===== config.mk =====
export PLATFORM = sky130hd
export DESIGN_NAME = counter_seq
export DESIGN_NICKNAME = d
export VERILOG_FILES = /design/src/rtl/counter_seq_pkg.sv /design/src/rtl/tick_gen.sv /design/src/rtl/counter_seq.sv
export SDC_FILE = /design/constraint.sdc
export NUM_CORES = 1
export LEC_CHECK = 0
export BUFFER_PORTS_ARGS = -buffer_cell sky130_fd_sc_hd__buf_4
export CORE_MARGIN = 2
export CORE_UTILIZATION = 60
export CTS_BUF_LIST = sky130_fd_sc_hd__clkbuf_4
export DETAILED_ROUTE_END_ITERATION = 10
export PLACE_DENSITY = 0.89
export SLEW_MARGIN = 20
export SYNTH_ARGS = -nofsm -noshare
export SYNTH_HDL_FRONTEND = slang
export SYNTH_HIERARCHICAL = 1
export SYNTH_SLANG_ARGS = --single-unit
export TNS_END_PERCENT = 10

===== constraint.sdc =====
create_clock -name CLK -period 3.6 [get_ports CLK]
set_input_delay 0.72 -clock CLK [delete_from_list [all_inputs] [get_ports CLK]]
set_output_delay 0.72 -clock CLK [all_outputs]
set_load 0.05 [all_outputs]

===== src/rtl/counter_seq_pkg.sv =====
// Shared encodings, presets and the counter operation for counter_seq.
package counter_seq_pkg;

   localparam int unsigned CntW = 10;

   typedef enum logic [1:0] {
      ModeUp   = 2'd0,
      ModeDown = 2'd1,
      ModeShl  = 2'd2,
      ModeRsvd = 2'd3
   } mode_e;

   typedef enum logic [1:0] {
      StStop = 2'd0,
      StRun  = 2'd1,
      StStep = 2'd2
   } state_e;

   localparam logic [CntW-1:0] PresetLo  = 10'h000;
   localparam logic [CntW-1:0] PresetMid = 10'h155;
   localparam logic [CntW-1:0] PresetHi  = 10'h2AA;

   typedef struct packed {
      logic [CntW-1:0] cnt;
      logic            wrap;
   } op_res_t;

   // One counter operation; SHL never reports a wrap.
   function automatic op_res_t apply_op(input mode_e mode, input logic [CntW-1:0] cnt);
      op_res_t res;
      res.cnt  = cnt;
      res.wrap = 1'b0;
      case (mode)
         ModeUp: begin
            res.cnt  = cnt + 1'b1;
            res.wrap = &cnt;
         end
         ModeDown: begin
            res.cnt  = cnt - 1'b1;
            res.wrap = ~|cnt;
         end
         ModeShl: res.cnt = {cnt[CntW-2:0], 1'b0};
         default: ;
      endcase
      return res;
   endfunction

endpackage


===== src/rtl/tick_gen.sv =====
// Free-running prescaler: pulses TICK while EN in the cycle its count is all-ones.
module tick_gen #(
   parameter int unsigned DIV_W = 23
) (
   input  logic CLK,
   input  logic RST,
   input  logic EN,
   input  logic CLR,
   output logic TICK
);

   logic [DIV_W-1:0] count_q, count_d;

   always_comb begin
      count_d = count_q;
      if (CLR) begin
         count_d = '0;
      end else if (EN) begin
         count_d = count_q + 1'b1;
      end
   end

   always_ff @(posedge CLK or posedge RST) begin
      if (RST) begin
         count_q <= '0;
      end else begin
         count_q <= count_d;
      end
   end

   assign TICK = EN & (&count_q);

endmodule


===== src/rtl/counter_seq.sv =====
// 10-bit up/down/shift counter with preset loads, single-step and prescaled free-run.
module counter_seq
   import counter_seq_pkg::*;
#(
   parameter int unsigned DIV_W = 23
) (
   input  logic            CLK,
   input  logic            RST,
   input  logic [2:0]      LOAD_REQ,
   input  logic            MODE_REQ,
   input  logic [1:0]      MODE_SEL,
   input  logic            RUN_REQ,
   input  logic            STEP_REQ,
   output logic [CntW-1:0] CNT,
   output logic [1:0]      MODE,
   output logic            RUNNING,
   output logic            TICK,
   output logic            WRAP
);

   state_e          state_q, state_d;
   mode_e           mode_q, mode_d;
   logic [CntW-1:0] cnt_q, cnt_d;
   logic            wrap_q, wrap_d;

   logic            tick;
   logic            load_any;
   logic            op_en;
   logic            pre_clr;
   logic [CntW-1:0] preset;
   op_res_t         op_res;

   assign load_any = |LOAD_REQ;
   // A step operates on the same edge that moves STOP into STEP.
   assign op_en    = ((state_q == StRun) && tick) ||
                     ((state_q == StStop) && STEP_REQ && !RUN_REQ);
   assign pre_clr  = load_any || ((state_q == StStop) && RUN_REQ);

   tick_gen #(
      .DIV_W (DIV_W)
   ) u_tick_gen (
      .CLK  (CLK),
      .RST  (RST),
      .EN   (state_q == StRun),
      .CLR  (pre_clr),
      .TICK (tick)
   );

   always_ff @(posedge CLK or posedge RST) begin
      if (RST) begin
         state_q <= StStop;
      end else begin
         state_q <= state_d;
      end
   end

   always_comb begin
      state_d = state_q;
      case (state_q)
         StStop: begin
            if (RUN_REQ) begin
               state_d = StRun;
            end else if (STEP_REQ) begin
               state_d = StStep;
            end
         end
         StRun: begin
            if (RUN_REQ) begin
               state_d = StStop;
            end
         end
         StStep:  state_d = StStop;
         default: state_d = StStop;
      endcase
   end

   always_comb begin
      RUNNING = (state_q == StRun);
      CNT     = cnt_q;
      MODE    = mode_q;
      WRAP    = wrap_q;
      TICK    = tick;
   end

   always_comb begin
      if (LOAD_REQ[0]) begin
         preset = PresetLo;
      end else if (LOAD_REQ[1]) begin
         preset = PresetMid;
      end else begin
         preset = PresetHi;
      end
   end

   // Operation sees mode_q, so a coincident MODE_REQ only affects later operations.
   always_comb begin
      op_res = apply_op(mode_q, cnt_q);
      cnt_d  = cnt_q;
      wrap_d = 1'b0;
      if (load_any) begin
         cnt_d = preset;
      end else if (op_en) begin
         cnt_d  = op_res.cnt;
         wrap_d = op_res.wrap;
      end
   end

   always_comb begin
      mode_d = mode_q;
      if (MODE_REQ && (MODE_SEL != ModeRsvd)) begin
         mode_d = mode_e'(MODE_SEL);
      end
   end

   always_ff @(posedge CLK or posedge RST) begin
      if (RST) begin
         cnt_q  <= '0;
         mode_q <= ModeUp;
         wrap_q <= 1'b0;
      end else begin
         cnt_q  <= cnt_d;
         mode_q <= mode_d;
         wrap_q <= wrap_d;
      end
   end

endmodule

==> metrics.log, run 1 <==
INFO  metric outcome = finished, final reports clean
INFO  metric dpl.cell_count = between 300 and 400
INFO  metric vdd.ir_drop.worst = about 0.23 mV
INFO  metric timing.setup.tns = 0 ns
INFO  metric num_rows = 24
INFO  metric r2r-start = MODE[1]
INFO  metric syn-num-nets = ~340
INFO  metric drive_above_1_share = 0.145
INFO  metric cts_tree = yes
INFO  metric layout.cell_area.non_filler = between 0.002 and 0.003 mm2
INFO  metric max_slew_margin = 0.435
INFO  metric worstSetupStartpointType = flip-flop
INFO  metric crit_fanout = 8
INFO  metric p_leak = about 1.1 nW
INFO  metric finish.cell_count_without_fillers = 384
INFO  metric slew_violations = 0
INFO  metric critical-path-top-delay-family = simple AND/OR/NAND/NOR gates
INFO  metric final_critical_path_time_including_i_o_delays_and_setup = roughly 2.9 ns
INFO  metric floorplan_core_area = around 0.0044 mm2
INFO  metric initial_utilization = 0.620
INFO  metric crit_path_top_delay_cell = sky130_fd_sc_hd__dfrtp_1
INFO  metric synth_async_sr_flop_share = 1.00
INFO  metric wp_buf_inv = 1
INFO  metric clk_pin_slew_worst_paths = about 0.12 ns
INFO  metric drt-pass1-iter-count = 4
INFO  metric yosys_warnings = 6
INFO  metric hold_viol = 0
INFO  metric place.detailed.hpwl = about 4.3 mm
INFO  metric detail-route-antenna-nets = 0
INFO  metric syn-mean-instance-area = approximately 8.4 um2
INFO  metric final_net_count = ~350
INFO  metric worst_r2r_dst = CNT[6]
INFO  metric dpl_cell_area = approximately 0.0029 mm2
INFO  metric synth_seq_cells = 38
INFO  metric drt-total-wl = ~6 mm
INFO  metric pre_cts_slack = ~0.77 ns
INFO  metric max_cap_viol_count = 0
INFO  metric holdCritPathClass = input port to asynchronous set/reset pin
INFO  metric worstMarginPinSlew = ~0.85 ns
INFO  metric power_density = 389 mW/mm2
INFO  metric post-route-period-util = 0.799
INFO  metric finish.utilization = 0.667
INFO  metric grt_setup_unrepaired = false
INFO  metric port_buffers = 24
INFO  metric fin_worst_hold_slack = approximately 0.43 ns
INFO  metric postCtsSetupBuffers = 0
INFO  metric clock_path_buffers = 2
INFO  metric drt-vias-per-instance = 6.21
INFO  metric reg2regPathDepth = 10
INFO  metric num_antenna_cells = 0
INFO  metric delay_of_the_slowest_cell_on_the_worst_path = 0.49 ns
INFO  metric cts.sink_count = 38
INFO  metric grt_start_max_net_pins = 31
INFO  metric ys_seq_area_frac = 0.352
INFO  metric antenna_found_initial = 0
INFO  metric drcViolationCount = 0
INFO  metric cp_cell_sequence = nor2b_2 -> nand3_1 -> or4_1 -> nor2_1 -> buf_4
INFO  metric grt-ovfl-total = 0
INFO  metric dieArea = 0.00505 mm2
INFO  metric die-height = 71.1 um
INFO  metric ioPinCount = 25
INFO  metric grt_first_pass_wirelength = ~10 mm
INFO  metric num_vias = ~2400
INFO  metric crit_type = flip-flop to output port
INFO  metric setup_viol = 0
INFO  metric wire_per_inst = 15.6 um
INFO  metric fp.dieW = between 70 and 80 um
INFO  metric syn_area = around 0.0027 mm2
INFO  metric area.growth.synth_to_final = 7.60%
INFO  metric cts-htree-levels = 2
INFO  metric cts_hold_buffers = 0
INFO  metric timing.clock.skew = between 0.01 and 0.015 ns
INFO  metric cp_data_required_time = ~2.9 ns
INFO  metric final.setup.worst_slack = a little over 0.7 ns
INFO  metric cts.root.buffer_cell = sky130_fd_sc_hd__clkbuf_4
INFO  metric first_iter_violations = 143
INFO  metric rrSetupSlack = 0.86 ns
INFO  metric place_congestion = ~0.92
INFO  metric synth_enable_flop_cells = 0
INFO  metric first_global_vias = approximately 2200
INFO  metric finalPower = about 1.1 mW
INFO  metric prevailing_post_synth_register_cell = sky130_fd_sc_hd__dfrtp_1
INFO  metric ys_types = 60
INFO  metric syn_inst = between 300 and 400
INFO  metric crit_path_end_kind = output port
INFO  metric critPathArrivalTime = around 2.2 ns
INFO  metric cts_buffers = 5
INFO  metric clk_latency = between 0.3 and 0.4 ns
INFO  metric max_clock_freq = 348 MHz
INFO  metric postCtsResizedCells = 0
INFO  metric globalRouteTotalUtil = 0.257
==> power breakdown <==
| group | internal [mW] | switching, mW |
|---|---|---|
| registers | 0.449 | 0.0660 |
| logic | 0.148 | 0.251 |
| clock network | 0.0727 | 0.142 |
==> per-layer routing <==
| layer | track usage | wire length [um] |
|---|---|---|
| met1 | 0.334 | 2610 |
| met2 | 0.439 | 3000 |
| met3 | 0.0399 | 217 |
| met4 | 0.0881 | 145 |
| met5 | 0 | 0 |
==> synthesized netlist by cell type, types with 3 or more instances <==
master,count,share of area
sky130_fd_sc_hd__xnor2_1,14,0.045
sky130_fd_sc_hd__o21ai_0,18,0.033
sky130_fd_sc_hd__nand4_1,7,0.016
sky130_fd_sc_hd__a21oi_1,23,0.043
sky130_fd_sc_hd__ha_1,6,0.028
sky130_fd_sc_hd__a21oi_2,3,0.0097
sky130_fd_sc_hd__clkbuf_1,8,0.011
sky130_fd_sc_hd__dfrtp_1,38,0.35
sky130_fd_sc_hd__nor2b_1,6,0.014
sky130_fd_sc_hd__nand2_1,22,0.031
sky130_fd_sc_hd__nand3_1,8,0.015
sky130_fd_sc_hd__or4_1,6,0.017
sky130_fd_sc_hd__or3_1,11,0.025
sky130_fd_sc_hd__nor2_1,33,0.046
sky130_fd_sc_hd__o31ai_1,6,0.017
sky130_fd_sc_hd__inv_1,14,0.019
sky130_fd_sc_hd__o21ai_1,4,0.0074
sky130_fd_sc_hd__buf_2,11,0.020
sky130_fd_sc_hd__mux2i_1,3,0.011
sky130_fd_sc_hd__nor3_1,13,0.024
sky130_fd_sc_hd__xor2_1,9,0.029
sky130_fd_sc_hd__a31oi_1,7,0.016
==> layout by cell type (no fill, tap or decap), types with 2 or more instances in the layout <==
cell | synthesis | layout
sky130_fd_sc_hd__and4_1 | 2 | 2
sky130_fd_sc_hd__o22a_1 | 2 | 2
sky130_fd_sc_hd__or3_1 | 11 | 11
sky130_fd_sc_hd__o21ai_0 | 18 | 18
sky130_fd_sc_hd__ha_1 | 6 | 6
sky130_fd_sc_hd__a211oi_1 | 2 | 2
sky130_fd_sc_hd__nor2_1 | 33 | 33
sky130_fd_sc_hd__clkbuf_4 | 0 | 5
sky130_fd_sc_hd__o22ai_1 | 2 | 2
sky130_fd_sc_hd__nand3_1 | 8 | 8
sky130_fd_sc_hd__nand4_1 | 7 | 7
sky130_fd_sc_hd__nand2b_1 | 2 | 2
sky130_fd_sc_hd__buf_4 | 2 | 26
sky130_fd_sc_hd__inv_1 | 14 | 14
sky130_fd_sc_hd__a32o_1 | 2 | 2
sky130_fd_sc_hd__a21oi_2 | 3 | 3
sky130_fd_sc_hd__and2_1 | 2 | 2
sky130_fd_sc_hd__o21ai_1 | 4 | 4
sky130_fd_sc_hd__o21bai_1 | 2 | 2
sky130_fd_sc_hd__nor4_1 | 2 | 2
sky130_fd_sc_hd__nand2_1 | 22 | 22
sky130_fd_sc_hd__or2_2 | 2 | 2
sky130_fd_sc_hd__dfrtp_1 | 38 | 38
sky130_fd_sc_hd__xor2_1 | 9 | 9
sky130_fd_sc_hd__o31ai_1 | 6 | 6
sky130_fd_sc_hd__nor3_1 | 13 | 13
sky130_fd_sc_hd__a21oi_1 | 23 | 23
sky130_fd_sc_hd__xnor2_1 | 14 | 14
sky130_fd_sc_hd__mux2i_1 | 3 | 3
sky130_fd_sc_hd__nor2b_1 | 6 | 5
sky130_fd_sc_hd__or4_1 | 6 | 6
sky130_fd_sc_hd__a31oi_1 | 7 | 7
sky130_fd_sc_hd__a221oi_1 | 2 | 2
==> cell families after synthesis <==
group / count (synthesis) / synth area share
AOI/OAI and AO/OA: 86 / 0.212
xor gates and xnor gates: 23 / 0.0746
adders and majority gates: 6 / 0.0278
buffers and inverters: 36 / 0.0607
DFF: 38 / 0.352
muxes: 4 / 0.0153
and+or+nand+nor: 127 / 0.257
==> worst reg2reg max path, stage by stage (launching register included) <==
cell and delay [ns]:
sky130_fd_sc_hd__dfrtp_1 0.44, sky130_fd_sc_hd__inv_1 0.12, sky130_fd_sc_hd__ha_1 0.15, sky130_fd_sc_hd__buf_4 0.29
sky130_fd_sc_hd__xor2_1 0.13, sky130_fd_sc_hd__ha_1 0.26, sky130_fd_sc_hd__o22ai_1 0.42, sky130_fd_sc_hd__nor3_4 0.11
sky130_fd_sc_hd__a31o_1 0.24, sky130_fd_sc_hd__a211oi_1 0.31, sky130_fd_sc_hd__o221a_1 0.24
==> worst max-delay path by stage <==
stage	startpoint	endpoint	slack (ns)	cells past startpoint
floorplan	state_q[1]	CNT[6]	0.11	11
CTS	state_q[0]	TICK	0.73	5
finish	state_q[0]	TICK	0.72	5
global placement	LOAD_REQ[0]	u_tick_gen/count_q[12]	0.88	8
detailed placement	LOAD_REQ[0]	u_tick_gen/count_q[10]	0.77	8
global route	state_q[0]	TICK	0.59	5
==> area by class of cell <==
| cell class | instances | area [um2] |
|---|---|---|
| Multi-Input combinational cell | 246 | 1590 |
| Clock buffer | 5 | 37.5 |
| Inverter | 14 | 52.6 |
| Tap cell | 52 | 65.1 |
| Timing Repair Buffer | 26 | 195 |
| Clock inverter | 3 | 16.3 |
| Sequential cell | 38 | 951 |
| Fill cell | 353 | 1450 |
==> registers in the layout, indices dropped and copies added (netlist names) <==
register,count
u_tick_gen/count_q,23
state_q,2
WRAP,1
CNT,10
MODE,2
(Power assumes the default switching activity.)
==> inputs of run 2 (changes only) <==
==> constraint.sdc (replaced) <==
create_clock -name CLK -period 2.65 [get_ports CLK]
set_input_delay 0.53 -clock CLK [delete_from_list [all_inputs] [get_ports CLK]]
set_output_delay 0.53 -clock CLK [all_outputs]
set_load 0.05 [all_outputs]
==> run 2 against run 1 <==
  * Sequential share of layout area down 1.0 points
  * Setup slack worse by 0.62 ns
  * Utilization up 2.6 points
  * Worst hold slack worse by 0.17 ns
  * First-iteration DRC count up 71%
  * Critical path depth unchanged
  * Largest power group unchanged
  * Combinational power up 44%
==> metrics.log, run 2 (synthesis results as in run 1) <==
INFO  metric outcome = finished, final reports clean
INFO  metric mostFrequentLayoutCell = sky130_fd_sc_hd__dfrtp_1
INFO  metric slew_violations = 0 (unchanged)
INFO  metric hold_viol = 0 (unchanged)
INFO  metric most-common-layout-cells = 34 x sky130_fd_sc_hd__dfrtp_1, 32 x sky130_fd_sc_hd__nor2_1, 30 x sky130_fd_sc_hd__buf_4
INFO  metric clock_path_buffers = 2 (unchanged)
INFO  metric first_global_vias = 2325 (+6.2%)
INFO  metric largest_reg_flops = 23 (unchanged)
INFO  metric drt-pass1-iter-count = 5 (+1)
INFO  metric cp_data_required_time = 2.12 ns (-0.76 ns)
INFO  metric fp.dieW = 71.1 um (unchanged)
INFO  metric postCtsResizedCells = 0 (unchanged)
INFO  metric max_cap_viol_count = 0 (unchanged)
INFO  metric num_antenna_cells = 0 (unchanged)
INFO  metric grt-ovfl-total = 0 (unchanged)
INFO  metric globalRouteTotalUtil = 0.266 (+0.00857)
INFO  metric setup_viol = 0 (unchanged)
INFO  metric pre_cts_slack = 0.222 ns (-0.548 ns)
INFO  metric final_critical_path_time_including_i_o_delays_and_setup = 2.54 ns
INFO  metric grt_start_max_net_pins = 30 (-3.2%)
INFO  metric area.growth.synth_to_final = 11.7%
INFO  metric place_congestion = 0.918 (-0.57%)
INFO  metric power_density = 551 mW/mm2 (+42%)
INFO  metric worstSetupStartpointType = flip-flop
INFO  metric die-height = 71.1 um (unchanged)
INFO  metric vdd.ir_drop.worst = 0.591 mV (+150%)
INFO  metric max_slew_margin = 0.415 (-0.0199)
INFO  metric clk_pin_slew_worst_paths = 0.12 ns (about the same)
INFO  metric drt-total-wl = 6.25 mm (+4.7%)
INFO  metric post-route-period-util = 0.960
INFO  metric critPathArrivalTime = 2.01 ns (-0.15 ns)
INFO  metric crit_path_end_kind = output port
INFO  metric wire_per_inst = 16.1 um (+3.6%)
INFO  metric floorplan_core_area = 0.00435 mm2 (unchanged)
INFO  metric dieArea = 0.00505 mm2 (unchanged)
INFO  metric dpl.cell_count = 379 (+0.80%)
INFO  metric detail-route-antenna-nets = 0 (unchanged)
INFO  metric timing.clock.skew = 0.0142 ns (+0.00181 ns)
INFO  metric max_clock_freq = 393 MHz
INFO  metric cts_buffers = 5 (unchanged)
INFO  metric final_net_count = 351 (+1.2%)
INFO  metric drive_above_1_share = 0.188 (+0.0429)
INFO  metric initial_utilization = 0.620 (unchanged)
INFO  metric cts-htree-levels = 2 (unchanged)
INFO  metric first_iter_violations = 244 (+71%)
INFO  metric grt_first_pass_wirelength = 10.8 mm (+4.1%)
INFO  metric cts_tree = yes
INFO  metric crit_fanout = 4 (-4)
INFO  metric timing.setup.tns = 0 ns (unchanged)
INFO  metric groute.layer.met2.usage = 0.459 (+0.0197)
INFO  metric crit_type = flip-flop to output port
INFO  metric num_rows = 24 (unchanged)
INFO  metric grt_busiest_layer = met2
INFO  metric finish.utilization = 0.693 (+0.0256)
INFO  metric drcViolationCount = 0 (unchanged)
INFO  metric p_leak = 1.20 nW (+5.2%)
INFO  metric drt-vias-per-instance = 6.36 (+2.4%)
INFO  metric final.setup.worst_slack = 0.105 ns (-0.619 ns)
INFO  metric finish.cell_count_without_fillers = 388 (+1.0%)
INFO  metric clk_latency = 0.34 ns (about the same)
INFO  metric num_vias = 2466 (+3.5%)
INFO  metric ioPinCount = 25 (unchanged)
INFO  metric largest_register = u_tick_gen/count_q
INFO  metric holdCritPathClass = input port to asynchronous set/reset pin
INFO  metric grt.met3_usage = 0.0427 (+0.00285)
INFO  metric grt_setup_unrepaired = false
INFO  metric port_buffers = 24 (unchanged)
INFO  metric place.detailed.hpwl = 4.49 mm (+4.2%)
INFO  metric worstMarginPinSlew = 0.877 ns (+0.0298 ns)
INFO  metric cts.sink_count = 38 (unchanged)
INFO  metric cts.root.buffer_cell = sky130_fd_sc_hd__clkbuf_4
INFO  metric globalRouteMet1Util = 0.334 (about the same)
INFO  metric antenna_found_initial = 0 (unchanged)
## run 2: path summary, 6_finish.rpt
| path | startpoint | end | slack [ns] | cells past startpoint |
|---|---|---|---|---|
| max | u_tick_gen/count_q[0] | TICK | 0.11 | 5 |
| min | RST | CNT[1] | 0.26 | 2 |
| max reg2reg | u_tick_gen/count_q[0] | CNT[8] | 0.17 | 10 |
| min reg2reg | state_q[0] | state_q[1] | 0.55 | 1 |
| max in group asynchronous | RST | u_tick_gen/count_q[12] | 1.73 | 2 |
| min in group CLK | RUN_REQ | state_q[1] | 0.37 | 2 |
## run 2: metal layers
metal,vias to the layer above,wire length (um),share of wire
li1,1193,-,-
met1,1163,2580,0.41
met2,96,3180,0.51
met3,14,353,0.056
met4,0,145,0.023
met5,-,0,0
## run 2: where the power goes
group / switching, mW / internal (mW)
clock network: 0.190 / 0.196
registers: 0.0906 / 0.613
logic: 0.354 / 0.219
## run 2: what timing repair did
item,4_1_cts,5_1_grt
buffers inserted,0,1
hold buffers,0,0
endpoints found under the setup margin,0,1
## run 2: worst max-delay path: stages, from the launching register on
cell                      delay (ns)
sky130_fd_sc_hd__dfrtp_1        0.42
sky130_fd_sc_hd__ha_1           0.22
sky130_fd_sc_hd__nand3_1        0.11
sky130_fd_sc_hd__or4_4          0.56
sky130_fd_sc_hd__nor2_4         0.15
sky130_fd_sc_hd__buf_4          0.22
## run 2: area by class of cell
class	count	area, um2
multi-input combinational	246	1640
sequential	38	956
inverter	14	52.6
tap	52	65.1
clock buffer	5	37.5
clock inverter	3	40.0
timing repair buffer	30	225
fill	334	1340
## run 2: stage by stage
| stage | cell area, um2 | power (mW) | hold WS (ns) |
|---|---|---|---|
| floorplan | 2770 | 1.16 | 0.431 |
| finish | 3020 | 1.66 | 0.256 |
| global placement | 2930 | 1.26 | 0.525 |
| global route | 3020 | 1.75 | 0.280 |
| detailed placement | 2930 | 1.28 | 0.532 |
| CTS | 3010 | 1.67 | 0.251 |
